<file path="src/rtl/dcache_pkg.sv">
// Shared load-size encodings and block geometry helpers for the DCache load path.
package dcache_pkg;

    localparam logic [1:0] LS_BYTE = 2'b00;
    localparam logic [1:0] LS_HALF = 2'b01;
    localparam logic [1:0] LS_WORD = 2'b10;

    typedef enum logic [1:0] {
        BufEmpty,
        BufOne,
        BufFull
    } buf_state_e;

    function automatic int unsigned block_width(input int unsigned offset_len);
        return 8 << offset_len;
    endfunction

    function automatic int unsigned word_count(input int unsigned offset_len);
        return 1 << (offset_len - 2);
    endfunction

endpackage

</file>
<file path="src/rtl/dcache_load_extract_load_extend.sv">
// Combinational word/byte/half select with sign/zero extension and misalignment detect.
// Misalignment trapping is enabled by defining DCACHE_LDX_MISALIGN_TRAP_EN.
module load_extend
    import dcache_pkg::*;
#(
    parameter int unsigned Offset_len = 6
) (
    input  logic [block_width(Offset_len)-1:0] block_i,
    input  logic [Offset_len-1:0]              offset_i,
    input  logic [1:0]                         size_i,
    input  logic                               unsigned_i,
    output logic [31:0]                        data_o,
    output logic                               err_o
);

    localparam int unsigned BlockW = block_width(Offset_len);

    logic [31:0] word;
    logic [31:0] byte_sh;
    logic [31:0] half_sh;

    if (Offset_len > 2) begin : g_multi_word
        logic [BlockW-1:0] block_sh;
        assign block_sh = block_i >> {offset_i[Offset_len-1:2], 5'b00000};
        assign word     = block_sh[31:0];
    end else begin : g_single_word
        assign word = block_i[31:0];
    end

    assign byte_sh = word >> {offset_i[1:0], 3'b000};
    assign half_sh = word >> {offset_i[1], 4'b0000};

    always_comb begin
        data_o = word;
        err_o  = 1'b0;
        case (size_i)
            LS_BYTE: data_o = {{24{~unsigned_i & byte_sh[7]}}, byte_sh[7:0]};
            LS_HALF: data_o = {{16{~unsigned_i & half_sh[15]}}, half_sh[15:0]};
            default: data_o = word;
        endcase
`ifdef DCACHE_LDX_MISALIGN_TRAP_EN
        case (size_i)
            LS_BYTE: err_o = 1'b0;
            LS_HALF: err_o = offset_i[0];
            LS_WORD: err_o = |offset_i[1:0];
            default: err_o = 1'b1;
        endcase
        if (err_o) begin
            data_o = 32'h0;
        end
`endif
    end

endmodule

</file>
<file path="src/rtl/dcache_load_extract.sv">
// DCache load-return stage: extracts the addressed datum and registers it in a 2-entry skid buffer.
// Optional misalignment trap: DCACHE_LDX_MISALIGN_TRAP_EN (see load_extend).
module dcache_load_extract
    import dcache_pkg::*;
#(
    parameter int unsigned Offset_len = 6,
    parameter int unsigned ID_len     = 4
) (
    input  logic                               clk,
    input  logic                               rst,
    input  logic                               in_valid,
    output logic                               in_ready,
    input  logic [block_width(Offset_len)-1:0] in_block,
    input  logic [Offset_len-1:0]              in_offset,
    input  logic [1:0]                         in_size,
    input  logic                               in_unsigned,
    input  logic [ID_len-1:0]                  in_id,
    output logic                               out_valid,
    input  logic                               out_ready,
    output logic [31:0]                        out_data,
    output logic [ID_len-1:0]                  out_id,
    output logic                               out_err
);

    logic [31:0] ext_data;
    logic        ext_err;

    load_extend #(
        .Offset_len(Offset_len)
    ) u_load_extend (
        .block_i   (in_block),
        .offset_i  (in_offset),
        .size_i    (in_size),
        .unsigned_i(in_unsigned),
        .data_o    (ext_data),
        .err_o     (ext_err)
    );

    buf_state_e        state_q, state_d;
    logic              in_ready_q, in_ready_d;
    logic [31:0]       head_data_q, head_data_d;
    logic [ID_len-1:0] head_id_q, head_id_d;
    logic              head_err_q, head_err_d;
    logic [31:0]       skid_data_q, skid_data_d;
    logic [ID_len-1:0] skid_id_q, skid_id_d;
    logic              skid_err_q, skid_err_d;
    logic              in_fire;
    logic              out_fire;

    assign out_valid = (state_q != BufEmpty);
    assign in_ready  = in_ready_q;
    assign out_data  = head_data_q;
    assign out_id    = head_id_q;
    assign out_err   = head_err_q;
    assign in_fire   = in_valid & in_ready_q;
    assign out_fire  = out_valid & out_ready;

    always_comb begin
        state_d     = state_q;
        head_data_d = head_data_q;
        head_id_d   = head_id_q;
        head_err_d  = head_err_q;
        skid_data_d = skid_data_q;
        skid_id_d   = skid_id_q;
        skid_err_d  = skid_err_q;
        case (state_q)
            BufEmpty: begin
                if (in_fire) begin
                    head_data_d = ext_data;
                    head_id_d   = in_id;
                    head_err_d  = ext_err;
                    state_d     = BufOne;
                end
            end
            BufOne: begin
                if (in_fire && out_fire) begin
                    head_data_d = ext_data;
                    head_id_d   = in_id;
                    head_err_d  = ext_err;
                end else if (in_fire) begin
                    skid_data_d = ext_data;
                    skid_id_d   = in_id;
                    skid_err_d  = ext_err;
                    state_d     = BufFull;
                end else if (out_fire) begin
                    state_d = BufEmpty;
                end
            end
            BufFull: begin
                if (out_fire) begin
                    head_data_d = skid_data_q;
                    head_id_d   = skid_id_q;
                    head_err_d  = skid_err_q;
                    state_d     = BufOne;
                end
            end
            default: state_d = BufEmpty;
        endcase
        // Registered so in_ready never combinationally depends on out_ready.
        in_ready_d = (state_d != BufFull);
    end

    always_ff @(posedge clk) begin
        if (rst) begin
            state_q     <= BufEmpty;
            in_ready_q  <= 1'b1;
            head_data_q <= '0;
            head_id_q   <= '0;
            head_err_q  <= 1'b0;
            skid_data_q <= '0;
            skid_id_q   <= '0;
            skid_err_q  <= 1'b0;
        end else begin
            state_q     <= state_d;
            in_ready_q  <= in_ready_d;
            head_data_q <= head_data_d;
            head_id_q   <= head_id_d;
            head_err_q  <= head_err_d;
            skid_data_q <= skid_data_d;
            skid_id_q   <= skid_id_d;
            skid_err_q  <= skid_err_d;
        end
    end

endmodule

</file>
<file path="config.mk">
export PLATFORM = sky130hd
export DESIGN_NAME = dcache_load_extract
export DESIGN_NICKNAME = d
export VERILOG_FILES = /design/src/rtl/dcache_pkg.sv /design/src/rtl/dcache_load_extract_load_extend.sv /design/src/rtl/dcache_load_extract.sv
export SDC_FILE = /design/constraint.sdc
export NUM_CORES = 1
export LEC_CHECK = 0
export CORE_AREA = 2 2 223 225
export DETAILED_ROUTE_END_ITERATION = 12
export DIE_AREA = 0 0 225 227
export GPL_TIMING_DRIVEN = 1
export HOLD_SLACK_MARGIN = 0.1
export PLACE_DENSITY = 0.51
export SLEW_MARGIN = 0
export SYNTH_ARGS = -nofsm -noshare
export SYNTH_HDL_FRONTEND = slang
export SYNTH_SLANG_ARGS = --single-unit
export TNS_END_PERCENT = 1
</file>
<file path="constraint.sdc">
create_clock -name clk -period 3.55 [get_ports clk]
set_clock_uncertainty 0.05 [all_clocks]
set_input_delay 0.8875 -clock clk [delete_from_list [all_inputs] [get_ports clk]]
set_output_delay 0.8875 -clock clk [all_outputs]
set_load 0.005 [all_outputs]
</file>
# ---- Word level (Yosys, flattened, before mapping)
# Index checks and enable logic that the tools add are counted.
# Widths: inputs -> output; s select.
dict set report word_totals {
  reg_bits 76
  word_cells 49
  output_inout_bits 39
  inputBits 529
}
dict set report op_classes {
  shift 3
  n_bitwise 6
  mux 19
  n_reduce_logical 7
  n_eq_ne 7
}
# operator count
set op_table {}
lappend op_table {{$shr 512x9->32} 1}
lappend op_table {{$mux 32} 3}
lappend op_table {{$pmux 32 s3} 1}
lappend op_table {{$pmux 32 s2} 1}
lappend op_table {{$shr 32x5->16} 1}
lappend op_table {{$shr 32x5->8} 1}
lappend op_table {{$mux 4} 3}
lappend op_table {{$pmux 4 s3} 1}
lappend op_table {{$mux 2} 5}
lappend op_table {{$ne 2x2->1 const B} 4}
lappend op_table {{$pmux 2 s3} 1}
lappend op_table {{$and 1x1->1} 4}
lappend op_table {{$eq 2x1->1 const B} 2}
lappend op_table {{$logic_not 2->1} 2}
lappend op_table {{$reduce_and 4->1} 1}
lappend op_table {{$mux 1} 3}
lappend op_table {{$pmux 1 s3} 1}
lappend op_table {{$reduce_and 3->1} 1}
lappend op_table {{$reduce_bool 3->1} 1}
lappend op_table {{$eq 2x2->1 const B} 1}
lappend op_table {{$not 1->1} 2}
lappend op_table {{$reduce_bool 2->1} 1}
lappend op_table {{$logic_and 1x1->1} 1}

# ---- Logic depth before layout (Yosys ltp)
# Gate-level depths: netlist of run 1.
dict set report logic_depth {
  ltp_word 7
  depth_mapped 11
  depth_no_buf 7
}

# ---- Hierarchy
# From an unflattened synthesis of run 1, not the netlist that was laid out.
dict set report unflattened {
  hier_cells 722
  hier_area_um2 7648.6
}
# module area_each_um2 cells_per_inst instances seq_area_each_um2
set by_module_without_submodules {}
lappend by_module_without_submodules {load_extend 4425.5 381 1 0.0}
lappend by_module_without_submodules {dcache_load_extract 3223.1 341 1 1541.5}

# ---- Worst setup path before layout of run 1
# No wires, ideal clock.
dict set report synth_timing {
  path_type {input port to flip-flop}
  from {input in_offset[2]}
  to {register skid_data_q[12]}
  stages 8
  path_slack_ns 0.540
  t_arrival_ns 2.822
  required_time_ns 3.362
  path_buffers 3
  path_cell_list {buf_2 -> buf_4 -> buf_2 -> mux4_2 -> a221oi_1 -> o21ai_0 -> nor2_1 -> a211oi_1}
}
dict set report synth_between {
  elab_chain_len 4
  elab_cells_between_ends 5
  classes_between {shift: 3; mux: 1; bitwise: 1}
}
# item line
set synth_lines {}
lappend synth_lines {{from (decl)} dcache_load_extract.sv:14} ;# input logic [Offset_len-1:0] in_offset,
lappend synth_lines {{$shr 512x9->32 *} dcache_load_extract_load_extend.sv:24} ;# assign block_sh = block_i >> {offset_i[Offset_len-1:2], 5'b00000};
lappend synth_lines {{$shr 32x5->8} dcache_load_extract_load_extend.sv:30} ;# assign byte_sh = word >> {offset_i[1:0], 3'b000};
lappend synth_lines {{$and 1x1->1} dcache_load_extract_load_extend.sv:37} ;# LS_BYTE: data_o = {{24{~unsigned_i & byte_sh[7]}}, byte_sh[7:0]};
lappend synth_lines {{$pmux 32 s2 *} dcache_load_extract_load_extend.sv:36} ;# case (size_i)
lappend synth_lines {{to (signal assigned)} dcache_load_extract.sv:119} ;# skid_data_q <= skid_data_d;
lappend synth_lines {{to (decl)} dcache_load_extract.sv:44} ;# logic [31:0] skid_data_q, skid_data_d;
# Mark *: on every way between the ends. The rest lies on a longest branch, timed or not.
# A chain may end at the register's enable or synchronous reset.

# ---- Worst setup path in the final report of run 1
dict set report layout_timing {
  from {input in_offset[5]}
  to {register head_data_q[27] (netlist: out_data[27])}
}
dict set report layout_between {
  elab_chain_len 6
  elab_cells_between_ends 9
  classes_between {shift: 3; mux: 4; bitwise: 2}
}
# item line
set layout_lines {}
lappend layout_lines {{$shr 512x9->32 *} dcache_load_extract_load_extend.sv:24}
lappend layout_lines {{$shr 32x5->16 / $shr 32x5->8 (equally long branches)} {dcache_load_extract_load_extend.sv:31, dcache_load_extract_load_extend.sv:30}}
lappend layout_lines {{$and 1x1->1 (on tied branches)} {dcache_load_extract_load_extend.sv:38, dcache_load_extract_load_extend.sv:37}}
lappend layout_lines {{$pmux 32 s2 *} dcache_load_extract_load_extend.sv:36}
lappend layout_lines {{$mux 32 (on tied branches)} {dcache_load_extract.sv:76, dcache_load_extract.sv:68}}
lappend layout_lines {{$pmux 32 s3 *} dcache_load_extract.sv:66} ;# case (state_q)
lappend layout_lines {{to (signal assigned)} dcache_load_extract.sv:116} ;# head_data_q <= head_data_d;
lappend layout_lines {{to (decl)} dcache_load_extract.sv:41} ;# logic [31:0] head_data_q, head_data_d;
# Mark *: on every way between the ends. The rest lies on a longest branch, timed or not. The select of a mux whose other input is x is not followed.

==> results.md, run 1 <==
- Outcome: completed
- CTS Buf Count: 9
- Nets@finish: 1817
- Crit path cell chain: clkdlybuf4s50_1 -> nor2b_1 -> a22o_1 -> o32ai_2 -> o22ai_1 -> a211oi_4 -> nand2b_1 -> o221ai_1
- XOR/XNOR Fraction of Synth Area: 0%
- Cell area after synthesis: 0.00737 mm²
- Vias in the first global route: 9732
- Setup violations, final: 0
- P_leak: 5.05 nW
- Buffers on Ports: 566
- Buffer and inverter count on the worst path: 1
- Clock Pin Slew Worst Setup and Hold Paths: 0.05 ns
- CP Class: input port to flop
- Syn_nets: 1267
- # IOs: 568
- Gr usage total: 21.0%
- Min-delay worst type: flop to flop
- Slew headroom: 43.0%
- Seq/Total Area, Yosys: 20.4%
- Mux cell area share after synthesis: 39.4%
- Power Total: 3.42 mW
- Worst Hold Slack: 0.409 ns
- DIE WIDTH: 225 µm
- Synth Area in Compound Gates: 22.7%
- Main combinational cell family by area after synthesis: multiplexers
- Core ar.: 0.0485 mm²
- Post-CTS setup buffers: 0
- Hold buffer count at cts: 0
- WL final: 55.4 mm
- Setup crit end kind: flop
- Design area: 0.0143 mm²
- Global-route wire length before repair: 74.4 mm
- First drt pass iteration count: 5
- Iter 0 DRT Violations: 550
- Largest fanout on the critical path: 11
- Highest cell delay on the worst timing path: 0.64 ns
- Synth Area in Simple Gates: 11.9%
- Initial Util: 15.2%
- Area delta synth->final: 94.1%
- Setup crit start kind: input port
- Pins Over Slew Limit: 0
- Vias/cell: 4.81
- CTS tree: built
- Register bit total from synthesis: 75
- CP arrival: 3.61 ns
- Mean Syn Cell Area: 9.98 µm²
- Post-synth top flop: dfxtp_1
- Gpl congestion: 0.880
- Top cell type's share of synthesized area: 35.5%
- Worst-Skew Late Latency: 0.33 ns
- DRC: 0
- Final hold vios: 0
- Clk sinks: 75
- Unrepaired setup endpoints after global routing: no
- Int Pwr: 2.39 mW
- Crit path time final: 3.43 ns
- Peak Freq: 292 MHz
- Distinct cells, synth: 47
- Placed instance area: 0.0140 mm²
- Post-synth EDFFs: 0
- Routed vias: 9285
- Final Cycle Share: 96.5%
- Detail Route Antenna Nets: 0
- Layout cells sized above 1: 16.8%
- Switching pwr: 1.03 mW
- Max cap viols: 0
- Antenna violations before repair: 52
- Gate Count Post-Synth: 738
- Total global routing overflow: 0
- DP Wirelength: 48.3 mm
- H-tree lvl count: 3
- Die area: 0.0511 mm²
- Yosys Warn Count: 0
- Pin count of the biggest net entering global routing: 75
- Root Buffer: clkbuf_16
- Synth top area cells: mux4_2 35%, dfxtp_1 20%, a22oi_1 4.9%
- Comb power frac: 48.9%
- CP max-delay cell: a211oi_4
- Post-synthesis adder-cell area fraction: 0%
- Switching Fraction: 30.0%
- Setup TNS: 0 ns
- Area leader, netlist: mux4_2
- Worst EP required: 3.73 ns
- WL per Instance: 28.7 µm
- Worst vdd ir: 200 µV
- Clock Path Buffers: 2
- # rows: 81
- Ys async rst share: 0%
- Worst Tran Pin Value: 0.855 ns
- Post_cts resized: 0
- Pwr per Cell Area: 239 mW/mm²
- Sequential power share: 27.4%
- Family with the most delay on the worst path: compound AO/OA/AOI/OAI gates
- Clock share of power: 23.6%
- Die Ht: 227 µm
-- cell usage after synthesis (all sizes together) (2+ instances only) --
master and instances:
a211oi 27, a21oi 40, a221oi 14, a22o 11
a22oi 48, a311oi 5, and2 5, and3 18
buf 30, clkbuf 54, dfxtp 75, inv 4
mux2 6, mux2i 22, mux4 116, nand2 89
nand2b 8, nor2 52, nor2b 9, nor3 8
o21ai 30, o21bai 2, o221ai 8, o22ai 40
o32ai 2, or2 3
-- sequential cells by signal, indices dropped and copies added (netlist names) --
register     cells
skid_id_q        4
state_q          2
in_ready         1
skid_data_q     32
out_id           4
out_data        32
-- placed cells by master (no fill, tap or decap), types with 3 or more instances in the layout --
cell type        instances
or2_2                    3
diode_2                 20
inv_1                    4
a21oi_1                 39
clkdlybuf4s50_1        562
a22oi_1                 48
and3_1                  18
a221oi_1                 7
nor2b_1                  5
nand2b_1                 8
a221oi_2                 7
a22o_1                  11
nand2_1                 89
dfxtp_1                 75
o221ai_1                 8
buf_12                  10
a311oi_1                 5
a211oi_1                25
nor2_1                  51
mux2i_1                 22
o22ai_1                 40
clkbuf_1                 3
mux4_2                 116
buf_4                   47
nor3_1                   8
o21ai_0                 30
and2_1                   3
clkbuf_16                9
mux2_2                   6
nor2b_4                  3
-- through the flow --
step	util [%]	worst slack (ns)	std cells
after floorplan	-	0.540	738
after global placement	28.8	-0.0993	1899
after detailed placement	28.8	-0.169	1899
after CTS	29.4	0.180	1912
after global routing	29.4	0.0224	1918
final	29.5	0.123	1932
-- worst reg2reg max path: stages, from the launching register on --
cell and delay [ns]:
dfxtp_1 0.43, nor2b_2 0.29, buf_4 0.36, a21o_1 0.41, buf_12 0.24, o21ai_0 0.15, a221oi_2 0.30
-- path summary, 6_finish.rpt --
path | startpoint | to | slack, ns | cells after the start
worst max-delay path | in_offset[5] | out_data[27] | 0.12 | 8
worst min-delay path | skid_data_q[5] | skid_data_q[5] | 0.41 | 2
worst max register to register | state_q[1] | out_data[22] | 1.23 | 6
worst min register to register | skid_data_q[5] | skid_data_q[5] | 0.41 | 2
-- area by class of cell --
cell class              instances  area (µm²)
diodes                         20        50.0
clock buffers                  13         250
fillers                      5019       34200
inverters                       4        15.0
multi-input cells             575        5490
flip-flops and latches         75        1500
well taps                     622         778
repair buffers                623        6210
-- layer usage --
metal | GRT usage (%) | wire (µm)
met5 | 0 | 124
met3 | 6.23 | 5020
met1 | 25.6 | 21700
met2 | 36.4 | 27400
met4 | 4.93 | 1110
-- power by group through the flow --
stage | Clock, mW | Sequential, mW | Combinational (mW)
after global placement | 0 | 0.955 | 1.67
after global routing | 0.859 | 0.945 | 1.78
after detailed placement | 0 | 0.957 | 1.68
final | 0.808 | 0.938 | 1.67
after floorplan | 0 | 0.946 | 0.658
after CTS | 0.820 | 0.939 | 1.69
-- kinds of logic (layout without fill, tap and decap cells) --
| family | after synthesis | after routing |
|---|---|---|
| muxes | 144 | 144 |
| other | 1 | 21 |
| DFF | 75 | 75 |
| AOI/OAI and AO/OA | 234 | 234 |
| buffers and inverters | 88 | 640 |
| and+or+nand+nor | 196 | 196 |
Note: power is estimated with default switching activity, not from simulation.
==> run 2, diff against run 1 <==
Settings changed: CTS_CLUSTER_SIZE from default to 40, SETUP_SLACK_MARGIN from default to 0.4.
==> run 2 against run 1 <==
Net effect: global-route usage hardly changed; highest routed layer unchanged; via count down 0.45%; critical path depth is 2 higher; register-to-register slack about the same; largest cell class unchanged; critical path type unchanged; sequential share of layout area hardly changed; power is 0.50% higher; utilization increased by 0.13 points; setup slack better by 0.30 ns; count of clock-buffer cells in the layout is the same; flip-flop and latch count is the same.
==> results.md, run 2 (same netlist as run 1, synthesis figures left out) <==
- Worst-Skew Late Latency: 0.33 ns (about the same)
- Unrepaired setup endpoints after global routing: yes
- CP arrival: 3.26 ns (-0.35 ns)
- Die area: 0.0511 mm² (unchanged)
- Reg-to-reg slack, setup: 1.22 ns (about the same)
- Min-delay worst type: flop to flop
- Pwr per Cell Area: 239 mW/mm² (about the same)
- Crit path cell chain: clkbuf_8 -> buf_12 -> mux4_2 -> a22oi_1 -> nand2_2 -> o22ai_1 -> nor3_1 -> buf_4 -> nand2_1 -> a211oi_1
- Final Cycle Share: 88.2% (-8.4 points)
- Core ar.: 0.0485 mm² (unchanged)
- WL final: 55.4 mm (about the same)
- Largest fanout on the critical path: 26 (+15)
- Crit path time final: 3.13 ns (-0.297 ns)
- Setup crit start kind: input port
- Detail Route Antenna Nets: 0 (unchanged)
- Initial Util: 15.2% (unchanged)
- Vias/cell: 4.78 (-0.61%)
- Buffers on Ports: 566 (unchanged)
- CP Class: input port to flop
- # placed instances: 1899 (unchanged)
- Die Ht: 227 µm (unchanged)
- Antenna violations before repair: 52 (unchanged)
- Iter 0 DRT Violations: 524 (-4.7%)
- # IOs: 568 (unchanged)
- Clock Pin Slew Worst Setup and Hold Paths: 0.05 ns (about the same)
- Final hold vios: 0 (unchanged)
- Slew headroom: 42.3% (-0.70 points)
- Total global routing overflow: 0 (unchanged)
- Setup violations, final: 0 (unchanged)
- Pin count of the biggest net entering global routing: 75 (unchanged)
- Power Total: 3.44 mW (+0.50%)
- Final std cells w/o fill: 1935 (+0.16%)
- Commonest cells after routing, fill and taps aside: 561 x clkdlybuf4s50_1, 116 x mux4_2, 88 x nand2_1
- Outcome: completed
- Worst EP required: 3.68 ns (-0.05 ns)
- Gr usage total: 21.0% (about the same)
- Family with the most delay on the worst path: buffers and inverters
- Pins Over Slew Limit: 0 (unchanged)
- P_leak: 5.07 nW (+0.44%)
- Placed instance area: 0.0140 mm² (unchanged)
- # rows: 81 (unchanged)
- Setup crit end kind: flop
- CTS tree: built
- Buffer and inverter count on the worst path: 3 (+2)
- Design area: 0.0144 mm² (+0.45%)
- Clock Path Buffers: 2 (unchanged)
- Reg-to-Reg Start: state_q[1]
- CP max-delay cell: mux4_2
- Root Buffer: clkbuf_16
- Max cap viols: 0 (unchanged)
- Area delta synth->final: 95.0%
- Gpl congestion: 0.880 (unchanged)
- DP Wirelength: 48.3 mm (unchanged)
- Worst Tran Pin Value: 0.866 ns (+0.0106 ns)
- Highest cell delay on the worst timing path: 0.58 ns (-0.06 ns)
- Worst vdd ir: 202 µV (+0.78%)
- WL per Instance: 28.6 µm (-0.19%)
- CTS Buf Count: 9 (unchanged)
- DIE WIDTH: 225 µm (unchanged)
- Global-route wire length before repair: 74.4 mm (unchanged)
- Hold buffer count at cts: 0 (unchanged)
- CP Launch Point: in_offset[2]
- H-tree lvl count: 3 (unchanged)
- Layout cells sized above 1: 17.4% (+0.59 points)
- Peak Freq: 320 MHz (+9.5%)
- Setup TNS: 0 ns (unchanged)
- Vias in the first global route: 9759 (+0.28%)
- DRC: 0 (unchanged)
- Worst Hold Slack: 0.409 ns (+0.000502 ns)
- Routed vias: 9243 (-0.45%)
- Nets@finish: 1819 (+0.11%)
- Hold path start: skid_data_q[5]
- First drt pass iteration count: 5 (unchanged)
- Commonest non-fill, non-tap cell in the layout: clkdlybuf4s50_1
- Clk sinks: 75 (unchanged)
==> run 2: layout make-up <==
type,instances,area [µm²]
Antenna cell,21,52.6
Clock buffer,13,250
Fill cell,5016,34200
Inverter,4,15.0
Multi-Input combinational cell,575,5520
Sequential cell,75,1500
Tap cell,622,778
Timing Repair Buffer,625,6250
==> run 2: per-layer routing <==
metal / vias to the layer above / global-route usage [%] / share of wire, %
met5: - / 0 / 0.22
met4: 18 / 4.93 / 2.4
met3: 75 / 6.23 / 9.3
met2: 483 / 36.5 / 49
met1: 4564 / 25.5 / 39
li1: 4103 / - / -
==> run 2: worst register-to-register path: cells and delay by family, from the launching register on <==
kind / cells / cell delay, ns
buffers and inverters: 2 / 0.60
DFF: 1 / 0.43
AOI/OAI and AO/OA: 3 / 0.86
and+or+nand+nor: 1 / 0.29
==> run 2: timing repair <==
action                     CTS  global route
setup buffers                2             0
pin swaps                    1             0
gates resized for setup      1             8
setup endpoints to repair   39            56
==> run 2: path summary, 6_finish.rpt <==
path	cells after the start	end
min reg2reg	2	skid_data_q[5]
min	2	skid_data_q[5]
max reg2reg	6	out_data[22]
max	10	out_data[6]
==> run 2: power breakdown <==
part / switching (mW) / internal, mW
Combinational: 0.668 / 1.02
Clock: 0.331 / 0.481
Sequential: 0.0387 / 0.900
==> run 2: per-stage QoR <==
step                utilization [%]  setup slack (ns)
finish                         29.6             0.420
global route                   29.5             0.359
CTS                            29.4             0.288
detailed placement             28.8            -0.169
global placement               28.8           -0.0993
floorplan                         -             0.540
==> run 3, diff against run 2 <==
Settings changed: PLACE_DENSITY 0.51 to default.
==> run 3 against run 2 <==
Net effect: utilization is 0.22 points higher; flip-flop and latch count unchanged; critical endpoint is now skid_data_q[14]; non-clock buffer count is 8 higher; hold slack got worse by 0.0038 ns; sequential share of layout area shrank 0.079 points; clock power rose by 11%; combinational power about the same; critical path type unchanged; power rose by 3.0%; highest routed layer unchanged; largest power group unchanged.
==> results.md, run 3 (same netlist as run 1, synthesis figures left out) <==
- Outcome: completed
- H-tree lvl count: 3 (unchanged)
- DRC: 0 (unchanged)
- Min-delay worst type: flop to flop
- Core Util, Final: 29.8% (+0.22 points)
- Crit path cell chain: dlygate4sd2_1 -> buf_4 -> and2_1 -> a22oi_1 -> and4b_1 -> o41ai_4 -> buf_4 -> a211oi_2 -> buf_4 -> a311oi_2 -> a211oi_1
- Final Cycle Share: 86.8% (-1.4 points)
- Final std cells w/o fill: 1937 (+0.10%)
- CTS tree: built
- DIE WIDTH: 225 µm (unchanged)
- Pins Over Slew Limit: 0 (unchanged)
- Worst hold stages: 2 (unchanged)
- Setup crit start kind: input port
- Setup violations, final: 0 (unchanged)
- Unrepaired setup endpoints after global routing: no
- Initial Util: 15.2% (unchanged)
- Commonest non-fill, non-tap cell in the layout: clkdlybuf4s50_1
- Crit path time final: 3.08 ns (-0.0496 ns)
- Gpl congestion: 0.916 (+4.1%)
- WL per Instance: 28.5 µm (-0.28%)
- Routed vias: 9418 (+1.9%)
- Setup TNS: 0 ns (unchanged)
- DP Wirelength: 48.4 mm (+0.18%)
- Hold buffer count at cts: 0 (unchanged)
- Vias/cell: 4.86 (+1.8%)
- Pin count of the biggest net entering global routing: 48 (-36%)
- Peak Freq: 325 MHz (+1.6%)
- # placed instances: 1906 (+0.37%)
- Buffers on Ports: 566 (unchanged)
- Buffer and inverter count on the worst path: 4 (+1)
- Crit path depth: 11 (+1)
- Worst EP required: 3.70 ns (+0.02 ns)
- CTS Buf Count: 9 (unchanged)
- Worst Tran Pin Value: 0.923 ns (+0.0572 ns)
- Nets@finish: 1827 (+0.44%)
- CP Class: input port to flop
- Core ar.: 0.0485 mm² (unchanged)
- Worst vdd ir: 210 µV (+3.9%)
- Total global routing overflow: 0 (unchanged)
- Commonest cells after routing, fill and taps aside: 561 x clkdlybuf4s50_1, 116 x mux4_2, 89 x nand2_1
- Setup crit end kind: flop
- Highest cell delay on the worst timing path: 0.41 ns (-0.17 ns)
- First drt pass iteration count: 5 (unchanged)
- Slew headroom: 38.5% (-3.8 points)
- Largest fanout on the critical path: 7 (-73%)
- Layout cells sized above 1: 18.1% (+0.70 points)
- Placed instance area: 0.0141 mm² (+0.68%)
- Die area: 0.0511 mm² (unchanged)
- Clk sinks: 75 (unchanged)
- Iter 0 DRT Violations: 636 (+21%)
- Max cap viols: 0 (unchanged)
- CP arrival: 3.23 ns (-0.03 ns)
- Gr usage total: 20.8% (-0.25 points)
- Root Buffer: clkbuf_16
- P_leak: 5.14 nW (+1.4%)
- Worst-Skew Late Latency: 0.34 ns (about the same)
- Clock Path Buffers: 2 (unchanged)
- # IOs: 568 (unchanged)
- # rows: 81 (unchanged)
- Clock Pin Slew Worst Setup and Hold Paths: 0.06 ns (about the same)
- Vias in the first global route: 9780 (+0.22%)
- Pwr per Cell Area: 245 mW/mm² (+2.3%)
- Antenna violations before repair: 45 (-13%)
- Area delta synth->final: 96.4%
- Design area: 0.0145 mm² (+0.76%)
- Family with the most delay on the worst path: buffers and inverters
- Crit path top cell by count: buf_4
- Global-route wire length before repair: 74.0 mm (-0.46%)
- R2R depth: 6 (unchanged)
- CP max-delay cell: o41ai_4
- WL final: 55.3 mm (-0.18%)
- Final hold vios: 0 (unchanged)
- Detail Route Antenna Nets: 0 (unchanged)
- Die Ht: 227 µm (unchanged)
run 3: changes by cell type in the layout (fill, tap and decap cells not counted), sizes merged:
| cell | change |
|---|---|
| buf | +9 |
| clkinvlp | +1 |
| dlymetal6s2s | -1 |
| clkinv | +1 |
| clkbuf | -5 |
| inv | +5 |
| dlygate4sd2 | +1 |
| diode | -9 |
run 3: report_power, final:
part / switching (mW) / leakage [nW] / total, mW / internal (mW)
combinational: 0.677 / 4.38 / 1.70 / 1.03
clock: 0.409 / 0.141 / 0.901 / 0.492
sequential: 0.0375 / 0.613 / 0.936 / 0.899
run 3: what timing repair did:
action | CTS | global route
setup endpoints to repair | 42 | 10
pin swaps | 2 | 0
resized for setup | 3 | 2
buffers inserted | 3 | 0
run 3: tightest hold or removal path: stages, from the launching register on:
cell and delay [ns]:
dfxtp_1 0.31, nand2_1 0.05, a21oi_1 0.05
run 3: path summary, 6_finish.rpt:
| check | start | to | slack [ns] |
|---|---|---|---|
| setup / recovery | in_offset[5] | skid_data_q[14] | 0.47 |
| hold / removal | skid_id_q[2] | skid_id_q[2] | 0.41 |
| setup reg to reg | state_q[1] | out_data[18] | 1.42 |
| hold reg to reg | skid_id_q[2] | skid_id_q[2] | 0.41 |
run 3: routing by layer:
layer	GRT usage (%)	share of wire (%)
met5	0	0.39
met4	3.65	1.6
met3	6.16	8.1
met2	37.5	51
met1	24.6	39
run 3: metrics by stage:
stage               hold WS [ns]  worst slack, ns  total power, mW
floorplan                  0.387            0.540             1.60
global placement           0.392           -0.166             2.64
detailed placement         0.398           -0.241             2.65
CTS                        0.407            0.452             3.57
global route               0.431            0.397             3.70
finish                     0.405            0.470             3.54
run 3: layout make-up:
cell class | count | area, µm²
Timing Repair Buffer | 633 | 6350
Sequential cell | 75 | 1500
Fill cell | 5009 | 34100
Tap cell | 622 | 778
Clock buffer | 9 | 225
Antenna cell | 12 | 30.0
Multi-Input combinational cell | 575 | 5510
Inverter | 4 | 15.0
Clock inverter | 7 | 65.1
